===== src/rtl/multicycle_control.sv =====
// Main control FSM for the multicycle MIPS core: sequences each instruction over
// several cycles, drives datapath strobes/selects, stalls on mem_ready, traps faults.
module multicycle_control #(
    parameter int MEM_TIMEOUT = 15
) (
    input  logic       clk,
    input  logic       reset_n,
    input  logic [5:0] opcode,
    input  logic       jr,
    input  logic       mem_ready,
    output logic       pc_write,
    output logic       pc_write_cond,
    output logic       iord,
    output logic       mem_read,
    output logic       mem_write,
    output logic       ir_write,
    output logic       reg_dst,
    output logic       mem_to_reg,
    output logic       reg_write,
    output logic       alu_src_a,
    output logic [1:0] alu_src_b,
    output logic [1:0] alu_op,
    output logic [1:0] pc_source,
    output logic       instr_done,
    output logic       illegal,
    output logic       bus_error,
    output logic [3:0] state
);
    localparam logic [3:0] IDLE     = 4'd0,  FETCH    = 4'd1,  DECODE   = 4'd2,
                           EXEC_R   = 4'd3,  RWB      = 4'd4,  JR       = 4'd5,
                           MEMADDR  = 4'd6,  MEMREAD  = 4'd7,  MEMWB    = 4'd8,
                           MEMWRITE = 4'd9,  BRANCH   = 4'd10, JUMP     = 4'd11,
                           IMM_EXEC = 4'd12, IMM_WB   = 4'd13, FAULT    = 4'd14;

    localparam logic [5:0] OP_R = 6'd0, OP_J = 6'd2, OP_BEQ = 6'd4, OP_ADDI = 6'd8,
                           OP_ANDI = 6'd12, OP_LW = 6'd35, OP_SW = 6'd43;

    localparam logic [7:0] TMO = 8'(MEM_TIMEOUT);

    typedef struct packed {
        logic       iord;
        logic       reg_dst;
        logic       mem_to_reg;
        logic       alu_src_a;
        logic [1:0] alu_src_b;
        logic [1:0] alu_op;
        logic [1:0] pc_source;
    } sel_t;

    sel_t       sel, sel_q;
    logic [3:0] nxt;
    logic [7:0] wait_cnt;
    logic       mem_wait, timeout, set_ill;

    assign mem_wait = (state == FETCH) || (state == MEMREAD) || (state == MEMWRITE);
    assign timeout  = mem_wait && !mem_ready && (wait_cnt == TMO);

    always_comb begin
        nxt     = state;
        set_ill = 1'b0;
        case (state)
            IDLE:     nxt = FETCH;
            FETCH:    if (mem_ready) nxt = DECODE; else if (timeout) nxt = FAULT;
            DECODE: begin
                case (opcode)
                    OP_R:           nxt = jr ? JR : EXEC_R;
                    OP_LW, OP_SW:   nxt = MEMADDR;
                    OP_BEQ:         nxt = BRANCH;
                    OP_J:           nxt = JUMP;
                    OP_ADDI, OP_ANDI: nxt = IMM_EXEC;
                    default: begin
                        nxt     = FAULT;
                        set_ill = 1'b1;
                    end
                endcase
            end
            EXEC_R:   nxt = RWB;
            MEMADDR:  nxt = (opcode == OP_LW) ? MEMREAD : MEMWRITE;
            MEMREAD:  if (mem_ready) nxt = MEMWB; else if (timeout) nxt = FAULT;
            MEMWRITE: if (mem_ready) nxt = FETCH; else if (timeout) nxt = FAULT;
            IMM_EXEC: nxt = IMM_WB;
            RWB, JR, MEMWB, BRANCH, JUMP, IMM_WB: nxt = FETCH;
            FAULT:    nxt = FAULT;
            default:  nxt = FAULT;
        endcase
    end

    // Mux selects a state does not drive keep their last value via sel_q.
    always_comb begin
        sel           = sel_q;
        pc_write      = 1'b0;
        pc_write_cond = 1'b0;
        mem_read      = 1'b0;
        mem_write     = 1'b0;
        ir_write      = 1'b0;
        reg_write     = 1'b0;
        instr_done    = 1'b0;
        case (state)
            FETCH: begin
                mem_read       = 1'b1;
                ir_write       = mem_ready;
                pc_write       = mem_ready;
                sel.iord       = 1'b0;
                sel.alu_src_a  = 1'b0;
                sel.alu_src_b  = 2'b01;
                sel.alu_op     = 2'b00;
                sel.pc_source  = 2'b00;
            end
            DECODE: begin
                sel.alu_src_a = 1'b0;
                sel.alu_src_b = 2'b11;
                sel.alu_op    = 2'b00;
            end
            EXEC_R: begin
                sel.alu_src_a = 1'b1;
                sel.alu_src_b = 2'b00;
                sel.alu_op    = 2'b10;
            end
            RWB: begin
                sel.reg_dst    = 1'b1;
                sel.mem_to_reg = 1'b0;
                reg_write      = 1'b1;
                instr_done     = 1'b1;
            end
            JR: begin
                sel.pc_source = 2'b11;
                pc_write      = 1'b1;
                instr_done    = 1'b1;
            end
            MEMADDR: begin
                sel.alu_src_a = 1'b1;
                sel.alu_src_b = 2'b10;
                sel.alu_op    = 2'b00;
            end
            MEMREAD: begin
                sel.iord = 1'b1;
                mem_read = 1'b1;
            end
            MEMWB: begin
                sel.reg_dst    = 1'b0;
                sel.mem_to_reg = 1'b1;
                reg_write      = 1'b1;
                instr_done     = 1'b1;
            end
            MEMWRITE: begin
                sel.iord   = 1'b1;
                mem_write  = 1'b1;
                instr_done = mem_ready;
            end
            BRANCH: begin
                sel.alu_src_a = 1'b1;
                sel.alu_src_b = 2'b00;
                sel.alu_op    = 2'b01;
                sel.pc_source = 2'b01;
                pc_write_cond = 1'b1;
                instr_done    = 1'b1;
            end
            JUMP: begin
                sel.pc_source = 2'b10;
                pc_write      = 1'b1;
                instr_done    = 1'b1;
            end
            IMM_EXEC: begin
                sel.alu_src_a = 1'b1;
                sel.alu_src_b = 2'b10;
                sel.alu_op    = (opcode == OP_ANDI) ? 2'b11 : 2'b00;
            end
            IMM_WB: begin
                sel.reg_dst    = 1'b0;
                sel.mem_to_reg = 1'b0;
                reg_write      = 1'b1;
                instr_done     = 1'b1;
            end
            default: ;
        endcase
    end

    assign iord       = sel.iord;
    assign reg_dst    = sel.reg_dst;
    assign mem_to_reg = sel.mem_to_reg;
    assign alu_src_a  = sel.alu_src_a;
    assign alu_src_b  = sel.alu_src_b;
    assign alu_op     = sel.alu_op;
    assign pc_source  = sel.pc_source;

    // Any state change clears the wait counter, which covers every entry into a wait state.
    always_ff @(posedge clk or negedge reset_n) begin
        if (!reset_n) begin
            state     <= IDLE;
            sel_q     <= '0;
            wait_cnt  <= '0;
            illegal   <= 1'b0;
            bus_error <= 1'b0;
        end else begin
            state <= nxt;
            sel_q <= sel;
            if (nxt != state)
                wait_cnt <= '0;
            else if (mem_wait && !mem_ready)
                wait_cnt <= wait_cnt + 8'd1;
            if (set_ill) illegal <= 1'b1;
            if (timeout) bus_error <= 1'b1;
        end
    end
endmodule


===== config.mk =====
export PLATFORM = sky130hd
export DESIGN_NAME = multicycle_control
export DESIGN_NICKNAME = d
export VERILOG_FILES = /design/src/rtl/multicycle_control.sv
export SDC_FILE = /design/constraint.sdc
export NUM_CORES = 1
export LEC_CHECK = 0
export ABC_CLOCK_PERIOD_IN_PS = 3200
export CAP_MARGIN = 20
export CORE_MARGIN = 3
export CORE_UTILIZATION = 45
export CTS_CLUSTER_DIAMETER = 50
export DETAILED_ROUTE_END_ITERATION = 8
export PLACE_DENSITY_LB_ADDON = 0.05
export REMOVE_ABC_BUFFERS = 1
export SYNTH_ARGS = -nofsm -noshare
export SYNTH_HDL_FRONTEND = slang
export SYNTH_SLANG_ARGS = --single-unit

===== constraint.sdc =====
create_clock -name clk -period 3.2 [get_ports clk]
set_input_delay 0.64 -clock clk [delete_from_list [all_inputs] [get_ports clk]]
set_output_delay 0.64 -clock clk [all_outputs]
set_load 0.05 [all_outputs]

## Word level (Yosys, flattened, before mapping)

Cells that the tools add are included.

- $add $sub $neg: 1
- Multipliers: 0
- Divide/modulo/power cells: 0
- Order comparisons: 0
- Equality and inequality tests: 21
- Shifts and indexed selects: 0
- Muxes and demuxes: 24
- Bitwise operators: 0
- Reductions and logical operators: 17

Operators by type and width:

| kind | count |
|---|---|
| $pmux 4 s8 | 1 |
| $pmux 5 s6 | 1 |
| $eq 4x4->1 const B | 6 |
| $mux 4 | 5 |
| $pmux 4 s5 | 1 |
| $eq 4x3->1 const B | 4 |
| $mux 8 | 2 |
| $reduce_or 7->1 | 2 |
| $eq 6x4->1 const B | 2 |
| $eq 6x6->1 const B | 2 |
| $reduce_or 2->1 | 5 |
| $add 8x1->8 const B | 1 |
| $eq 4x2->1 const B | 2 |
| $eq 8x4->1 const B | 1 |
| $pmux 2 s4 | 1 |
| $mux 1 | 7 |
| $eq 6x2->1 const B | 1 |
| $eq 6x3->1 const B | 1 |
| $logic_not 6->1 | 1 |
| $pmux 1 s2 | 3 |
| $pmux 2 s3 | 1 |
| $reduce_or 6->1 | 1 |
| $eq 4x1->1 const B | 1 |
| $logic_not 4->1 | 1 |
| 8 further kinds | 10 |

- Bits in registers: 24
- Bits in latches: 0
- Memory bits (writable): 0
- ROM bits: 0
- Bits of input ports: 10
- Output and inout port bits: 23
- Logic and storage cells: 74
- Memories kept: 0

## Longest topological paths before layout

Gate-level depths: netlist of run 1.

- Depth after elaboration: 10
- Gate-level depth with buffers: 8
- Gate-level depth less buffers: 5

## Worst setup path before layout of run 1

Ideal clock, no wire load.

- Path kind: register -> output
- Start point: register state[2]
- End point: output port alu_op[0]
- Data arrival time: 2.542 ns
- Required time: 2.560 ns
- Setup slack: 0.018 ns
- Stages on the path, launching flop included: 7
- Path buffers: 4
- Cell sequence: dfrtp_1 > buf_6 > buf_2 > buf_2 > buf_2 > a31oi_1 > nor3_1

- Cells in the longest elaborated chain, start to end: 2
- Elaborated cells between the ends (all ways): 7
- Those cells by class: eq/ne (6); mux (1)

RTL lines:

| item | line | RTL |
|---|---|---|
| from (decl) | 27 | `output logic [3:0] state` |
| from (signal assigned) | 195 | `state <= nxt;` |
| $eq 4x4->1, or another cell as far along | 98 | `case (state)` |
| $pmux 5 s6 * | 98 |  |
| to (decl) | 22 | `output logic [1:0] alu_op,` |

Mark *: on every way between the ends. The rest lies on a longest branch, timed or not.

## Worst setup path after layout of run 1

- Start point: input port opcode[0]
- End point: output port alu_op[1]

- Cells in the longest elaborated chain, start to end: 3

RTL lines:

| item | line | RTL |
|---|---|---|
| from (decl) | 8 | `input logic [5:0] opcode,` |
| $eq 6x4->1 | 166 | `sel.alu_op = (opcode == OP_ANDI) ? 2'b11 : 2'b00;` |
| $mux 2 | 166 |  |
| $pmux 5 s6 | 98 |  |

No other way between the ends.

==> flow_summary.json, run 1 <==
{
  "antenna_found_initial": 0,
  "totalWireLength_um": 4730,
  "synth_cells": 224,
  "routedWlPerCell_um": 15.7,
  "layout-area-overhead-vs-synth_pct": 28.1,
  "cts.reportedPaths.clkPinSlew_ns": 0.09,
  "num_antenna_cells": 0,
  "iteration_count_of_the_initial_detailed_routing_pass": 5,
  "num_io_pins": 33,
  "asyncSetResetFlopFracSynth": 1.00,
  "timing.rr.end": "wait_cnt[2]",
  "ff_latch_count_synth": 24,
  "grt_usage": 0.200,
  "worstSetupStartpoint": "opcode[0]",
  "detail_route.iter0.violations": 78,
  "grt_max_degree": 35,
  "critical_path.endpoint": "alu_op[1]",
  "detail_route.vias_per_cell": 5.83,
  "floorplan.die_area_um2": 4990,
  "hpwlAfterDp_um": 3360,
  "fill_cells": 364,
  "fin_tns_setup_ns": 0,
  "run_status": "completed",
  "critical_path_class": "input pin to primary output",
  "ys.warnings.count": 0,
  "tightestPinTransition_ns": 0.497,
  "clock_tree.root_cell": "sky130_fd_sc_hd__clkbuf_8",
  "cts.path.max_buffers": 2,
  "clock_insertion_delay_worst_skew_ns": 0.27,
  "effective_utilization_at_floorplan": 0.488,
  "num-nets-final": 266,
  "wire_length_of_the_first_global_routing_pass_um": 8270,
  "relSlewSlack": 0.668,
  "cts-buffers-inserted": 3,
  "htree_levels": 1,
  "clock_sink_count": 24,
  "reg2reg_slack_ns": 1.06,
  "synth.yosys.seq_area_share": 0.319,
  "finalSetupViolations": 0,
  "first_global_vias": 1687,
  "chipHeight_um": 70.6,
  "coreArea_um2": 3850,
  "grt_setup_unrepaired": "false",
  "cp_cell_sequence": "clkdlybuf4s50_1, nor4_2, a41o_1, a32oi_1, o221ai_1, buf_12",
  "synth_enable_flop_cells": 0,
  "classification_of_the_worst_slack_hold_path": "register to register",
  "fmaxAchievable_mhz": 328,
  "critical_path.max_fanout": 5,
  "ff2ff_path_depth": 6,
  "layout_min_cycle_time_ns": 3.05,
  "max_cap_violations": 0,
  "cp_slowest_cell": "sky130_fd_sc_hd__clkdlybuf4s50_1",
  "post_cts_hold_buffer_count": 0,
  "layout_worst_path_cycle_share": 0.952,
  "category_of_the_worst_setup_path_launch_point": "input pin",
  "rr_startpoint": "state[0]",
  "slew_violations": 0,
  "critPathRequiredTime_ns": 2.56,
  "timing.critical_path.slowest_cell_delay_ns": 0.49,
  "gpl.final_weighted_congestion": 0.822,
  "detailroute.via_count": 1760,
  "finalHoldViolCount": 0,
  "cts_tree": "built",
  "synth_flop_cell": "sky130_fd_sc_hd__dfrtp_1",
  "route.antenna.remaining_nets": 0,
  "finClkSkew_ns": 0.00529,
  "worst-endpoint-arrival_ns": 2.41,
  "drive_gt1_frac": 0.220,
  "post-route-drc-count": 0,
  "synth.cell_area_um2": 1880,
  "yosysUniqueCellTypes": 58,
  "count_of_port_buffers_added_during_placement": 32,
  "nature_of_the_critical_path_endpoint": "primary output",
  "rows": 22,
  "die_x_um": 70.6,
  "grt_remaining_overflow": 0,
  "postSynthAreaPerCell_um2": 8.40
}
## critical path, delay by kind of cell
kind	cells	cell delay [ns]
compound gates	3	0.76
buf+inv	2	0.68
simple gates	1	0.33
## cell usage in the layout, fill, tap and decap left out, types with 2 or more instances in the layout
| master | instances |
|---|---|
| sky130_fd_sc_hd__nand2b_1 | 11 |
| sky130_fd_sc_hd__nand2_1 | 23 |
| sky130_fd_sc_hd__nor2_1 | 23 |
| sky130_fd_sc_hd__nand3_1 | 6 |
| sky130_fd_sc_hd__a211o_1 | 2 |
| sky130_fd_sc_hd__a21o_1 | 2 |
| sky130_fd_sc_hd__o211ai_1 | 4 |
| sky130_fd_sc_hd__xnor2_1 | 2 |
| sky130_fd_sc_hd__buf_4 | 15 |
| sky130_fd_sc_hd__clkbuf_8 | 4 |
| sky130_fd_sc_hd__and4b_1 | 2 |
| sky130_fd_sc_hd__or2_2 | 2 |
| sky130_fd_sc_hd__o21ai_0 | 20 |
| sky130_fd_sc_hd__xor2_1 | 5 |
| sky130_fd_sc_hd__a32oi_1 | 2 |
| sky130_fd_sc_hd__nor4_1 | 2 |
| sky130_fd_sc_hd__clkdlybuf4s50_1 | 15 |
| sky130_fd_sc_hd__dfrtp_1 | 24 |
| sky130_fd_sc_hd__inv_1 | 6 |
| sky130_fd_sc_hd__nand3b_1 | 3 |
| sky130_fd_sc_hd__or3b_1 | 2 |
| sky130_fd_sc_hd__a21oi_1 | 12 |
| sky130_fd_sc_hd__nand4_1 | 2 |
| sky130_fd_sc_hd__and3_1 | 2 |
| sky130_fd_sc_hd__nor3_1 | 3 |
| sky130_fd_sc_hd__a31oi_1 | 3 |
| sky130_fd_sc_hd__nor3_2 | 11 |
| sky130_fd_sc_hd__buf_12 | 12 |
| sky130_fd_sc_hd__o22ai_1 | 3 |
## Yosys cell counts (4+ instances only)
cell type / n / area share
sky130_fd_sc_hd__nand2b_1: 11 / 0.037
sky130_fd_sc_hd__nand3_1: 6 / 0.016
sky130_fd_sc_hd__nor3_2: 11 / 0.059
sky130_fd_sc_hd__xor2_1: 5 / 0.023
sky130_fd_sc_hd__a21oi_1: 12 / 0.032
sky130_fd_sc_hd__o211ai_1: 4 / 0.016
sky130_fd_sc_hd__nand2_1: 23 / 0.046
sky130_fd_sc_hd__buf_2: 10 / 0.027
sky130_fd_sc_hd__nor2_1: 23 / 0.046
sky130_fd_sc_hd__o21ai_0: 20 / 0.053
sky130_fd_sc_hd__inv_1: 6 / 0.012
sky130_fd_sc_hd__dfrtp_1: 24 / 0.32
## metal layers
metal	GRT usage	wire length [um]	vias up
met5	0	0	-
met4	0.0334	37	0
met3	0.0426	240	4
met2	0.298	2100	57
met1	0.302	2360	827
li1	-	-	872
## cell type report
class	count	area (um2)	area share
well taps	48	60.1	0.0249
clock buffers	4	55.1	0.0228
flip-flops and latches	24	601	0.249
multi-input cells	178	1170	0.485
inverters	6	22.5	0.00935
repair buffers	42	503	0.209
## cells by family (layout without fill, tap and decap cells)
family	count (synthesis)	in the layout	synth area share
AO/OA/AOI/OAI	64	64	0.232
XOR/XNOR	7	7	0.0326
adder cells (fa/ha/maj)	1	1	0.00665
buffers and inverters	22	52	0.0625
flip-flops	24	24	0.319
multiplexers	2	2	0.0113
AND/OR/NAND/NOR	104	104	0.335
## flip-flops by register name (all words and copies together), names as in the netlist
signal	cells
bus_error	1
illegal	1
sel_q	10
state	4
wait_cnt	8
## worst min-delay path by stage
stage	from	to	slack, ns	cells past startpoint
3_3_place_gp	illegal	illegal	0.45	1
2_1_floorplan	reset_n	bus_error	0.34	0
4_1_cts	illegal	illegal	0.49	1
5_1_grt	illegal	illegal	0.50	1
6_report	bus_error	bus_error	0.48	1
3_5_place_dp	bus_error	bus_error	0.46	1
## repair_timing
| item | in CTS | in global routing |
|---|---|---|
| setup endpoints to repair | 0 | 1 |
| gates resized for setup | 0 | 1 |
| buffers inserted | 0 | 0 |
## stage by stage
| step | std cells | setup WS (ns) | area [um2] | util | hold WS, ns |
|---|---|---|---|---|---|
| floorplan | 208 | -0.202 | 1790 | - | 0.344 |
| global placement | 298 | 0.0990 | 2350 | 0.609 | 0.450 |
| detailed placement | 298 | 0.0994 | 2350 | 0.609 | 0.461 |
| CTS | 302 | 0.0946 | 2400 | 0.624 | 0.486 |
| global route | 302 | 0.00250 | 2410 | 0.625 | 0.504 |
| finish | 302 | 0.155 | 2410 | 0.625 | 0.483 |
Power of run 1 is left out: the tool's default activity adds up to more than one toggle a clock period on the data nets, which glitch-free logic cannot reach.
==> run 2, diff against run 1 <==
--- a/config.mk
+++ b/config.mk
@@ -16,3 +16,4 @@
 export SYNTH_ARGS = -nofsm -noshare
 export SYNTH_HDL_FRONTEND = slang
 export SYNTH_SLANG_ARGS = --single-unit
+export TNS_END_PERCENT = 20
==> results of run 2 <==
The final DEF is identical to that of run 1; final timing and power are the same.
Power of run 2 is left out for the same reason.
==> run 3, diff against run 2 <==
--- a/config.mk
+++ b/config.mk
@@ -5,9 +5,9 @@
 export SDC_FILE = /design/constraint.sdc
 export NUM_CORES = 1
 export LEC_CHECK = 0
-export ABC_CLOCK_PERIOD_IN_PS = 3200
+export ABC_CLOCK_PERIOD_IN_PS = 3300
 export CAP_MARGIN = 20
-export CORE_MARGIN = 3
+export CORE_MARGIN = 2
 export CORE_UTILIZATION = 45
 export CTS_CLUSTER_DIAMETER = 50
 export DETAILED_ROUTE_END_ITERATION = 8
==> constraint.sdc (replaced) <==
create_clock -name clk -period 3.3 [get_ports clk]
set_input_delay 0.66 -clock clk [delete_from_list [all_inputs] [get_ports clk]]
set_output_delay 0.66 -clock clk [all_outputs]
set_load 0.05 [all_outputs]
==> run 3 against run 2 <==
Compared with the run above: final cell count grew 0.66%; worst hold slack worse by 0.0049 ns; global-route usage increased by 3.1 points; non-clock buffer count stayed put; critical path type unchanged; critical endpoint unchanged; largest cell class unchanged; highest routed layer unchanged.
==> flow_summary.json, run 3 (same netlist as run 1, synthesis figures left out) <==
{
  "run_status": "completed",
  "tightestPinTransition_ns": 0.498,
  "detail_route.iter0.violations": 120,
  "count_of_port_buffers_added_during_placement": 32,
  "gpl.final_weighted_congestion": 0.816,
  "clock_insertion_delay_worst_skew_ns": 0.27,
  "routedWlPerCell_um": 15.9,
  "post_layout_nonfiller_instances": 304,
  "cts_tree": "built",
  "coreArea_um2": 4000,
  "rows": 23,
  "total_cell_area_at_the_placement_stage_um2": 2310,
  "dp_slack_ns": 0.176,
  "grt_usage": 0.231,
  "worst-endpoint-arrival_ns": 2.43,
  "classification_of_the_worst_slack_hold_path": "register to register",
  "floorplan.die_area_um2": 4710,
  "gr-usage-met1": 0.349,
  "totalWireLength_um": 4840,
  "num-nets-final": 266,
  "layout_worst_path_cycle_share": 0.936,
  "post-route-drc-count": 0,
  "layout_min_cycle_time_ns": 3.09,
  "drive_gt1_frac": 0.205,
  "final_common_cell": "sky130_fd_sc_hd__dfrtp_1",
  "chipHeight_um": 68.6,
  "post_cts_hold_buffer_count": 0,
  "met3_usage": 0.0227,
  "grt_use_met2": 0.350,
  "finClkSkew_ns": 0.00970,
  "critical_path_class": "input pin to primary output",
  "cts-buffers-inserted": 3,
  "num_antenna_cells": 0,
  "post_cts_buffers": 0,
  "slew_violations": 0,
  "cts.reportedPaths.clkPinSlew_ns": 0.09,
  "grt_remaining_overflow": 0,
  "worst_hold_slack_ns": 0.478,
  "largest_reg_flops": 10,
  "final_cell_mix": "sky130_fd_sc_hd__dfrtp_1, sky130_fd_sc_hd__nor2_1, sky130_fd_sc_hd__nand2_1",
  "antenna_found_initial": 0,
  "detail_route.vias_per_cell": 5.73,
  "wire_length_of_the_first_global_routing_pass_um": 8210,
  "setup_ws_ns": 0.210,
  "die_x_um": 68.6,
  "stdcell_area_um2": 2370,
  "reg_top3": "sel_q: 10 flops, wait_cnt: 8 flops, state: 4 flops",
  "hpwlAfterDp_um": 3400,
  "fmaxAchievable_mhz": 324,
  "iteration_count_of_the_initial_detailed_routing_pass": 4,
  "clock_sink_count": 24,
  "num_io_pins": 33,
  "post-place-cells": 300,
  "htree_levels": 1,
  "category_of_the_worst_setup_path_launch_point": "input pin",
  "route.antenna.remaining_nets": 0,
  "layout-area-overhead-vs-synth_pct": 26.1,
  "critPathRequiredTime_ns": 2.64,
  "critical_path.max_fanout": 6,
  "global_route.peak_usage_layer": "met2",
  "relSlewSlack": 0.667,
  "grt_setup_unrepaired": "false",
  "detailroute.via_count": 1742,
  "grt_max_degree": 25,
  "first_global_vias": 1636,
  "cts.path.max_buffers": 2,
  "max_cap_violations": 0,
  "finalSetupViolations": 0,
  "clock_tree.root_cell": "sky130_fd_sc_hd__clkbuf_8",
  "nature_of_the_critical_path_endpoint": "primary output",
  "finalHoldViolCount": 0,
  "largest_register": "sel_q",
  "effective_utilization_at_floorplan": 0.470
}
-- run 3: cell types whose count changed in the layout (fill, tap and decap cells not counted) --
cell	change
sky130_fd_sc_hd__clkdlybuf4s50_1	+4
sky130_fd_sc_hd__buf_12	-4
-- run 3: final timing paths --
kind | from | to | slack, ns | cells after the start
max | opcode[1] | alu_op[1] | 0.21 | 6
min | illegal | illegal | 0.48 | 1
max reg2reg | state[2] | wait_cnt[4] | 1.24 | 6
min reg2reg | illegal | illegal | 0.48 | 1
max in group asynchronous | reset_n | wait_cnt[3] | 2.29 | 2
min in group asynchronous | reset_n | sel_q[9] | 0.75 | 2
-- run 3: critical path, stage by stage --
cell and delay (ns):
sky130_fd_sc_hd__clkdlybuf4s50_1 0.50, sky130_fd_sc_hd__nor4_2 0.34, sky130_fd_sc_hd__a41o_1 0.27, sky130_fd_sc_hd__a32oi_1 0.11, sky130_fd_sc_hd__o221ai_1 0.36, sky130_fd_sc_hd__buf_12 0.19
-- run 3: per-layer routing --
| metal | routed length [um] | part of all wire | up-vias |
|---|---|---|---|
| met4 | 25 | 0.0052 | 0 |
| met3 | 223 | 0.046 | 2 |
| li1 | - | - | 868 |
| met1 | 2430 | 0.50 | 825 |
| met5 | 0 | 0 | - |
| met2 | 2160 | 0.45 | 47 |
-- run 3: layout make-up --
| cell class | instances | area [um2] |
|---|---|---|
| multi-input cells | 178 | 1170 |
| clock buffers | 4 | 55.1 |
| repair buffers | 42 | 463 |
| fillers | 365 | 1630 |
| inverters | 6 | 22.5 |
| well taps | 50 | 62.6 |
| flip-flops and latches | 24 | 601 |
-- run 3: stage by stage --
stage	setup TNS, ns	util
6_report	0	0.593
5_1_grt	0	0.593
4_1_cts	0	0.591
3_5_place_dp	0	0.578
3_3_place_gp	0	0.578
2_1_floorplan	-0.200	-
-- run 3: what timing repair did --
action / in CTS / in global routing
resized for setup: 0 / 1
endpoints found under the hold margin: 0 / 0
setup endpoints to repair: 0 / 1
Power of run 3 is left out for the same reason.
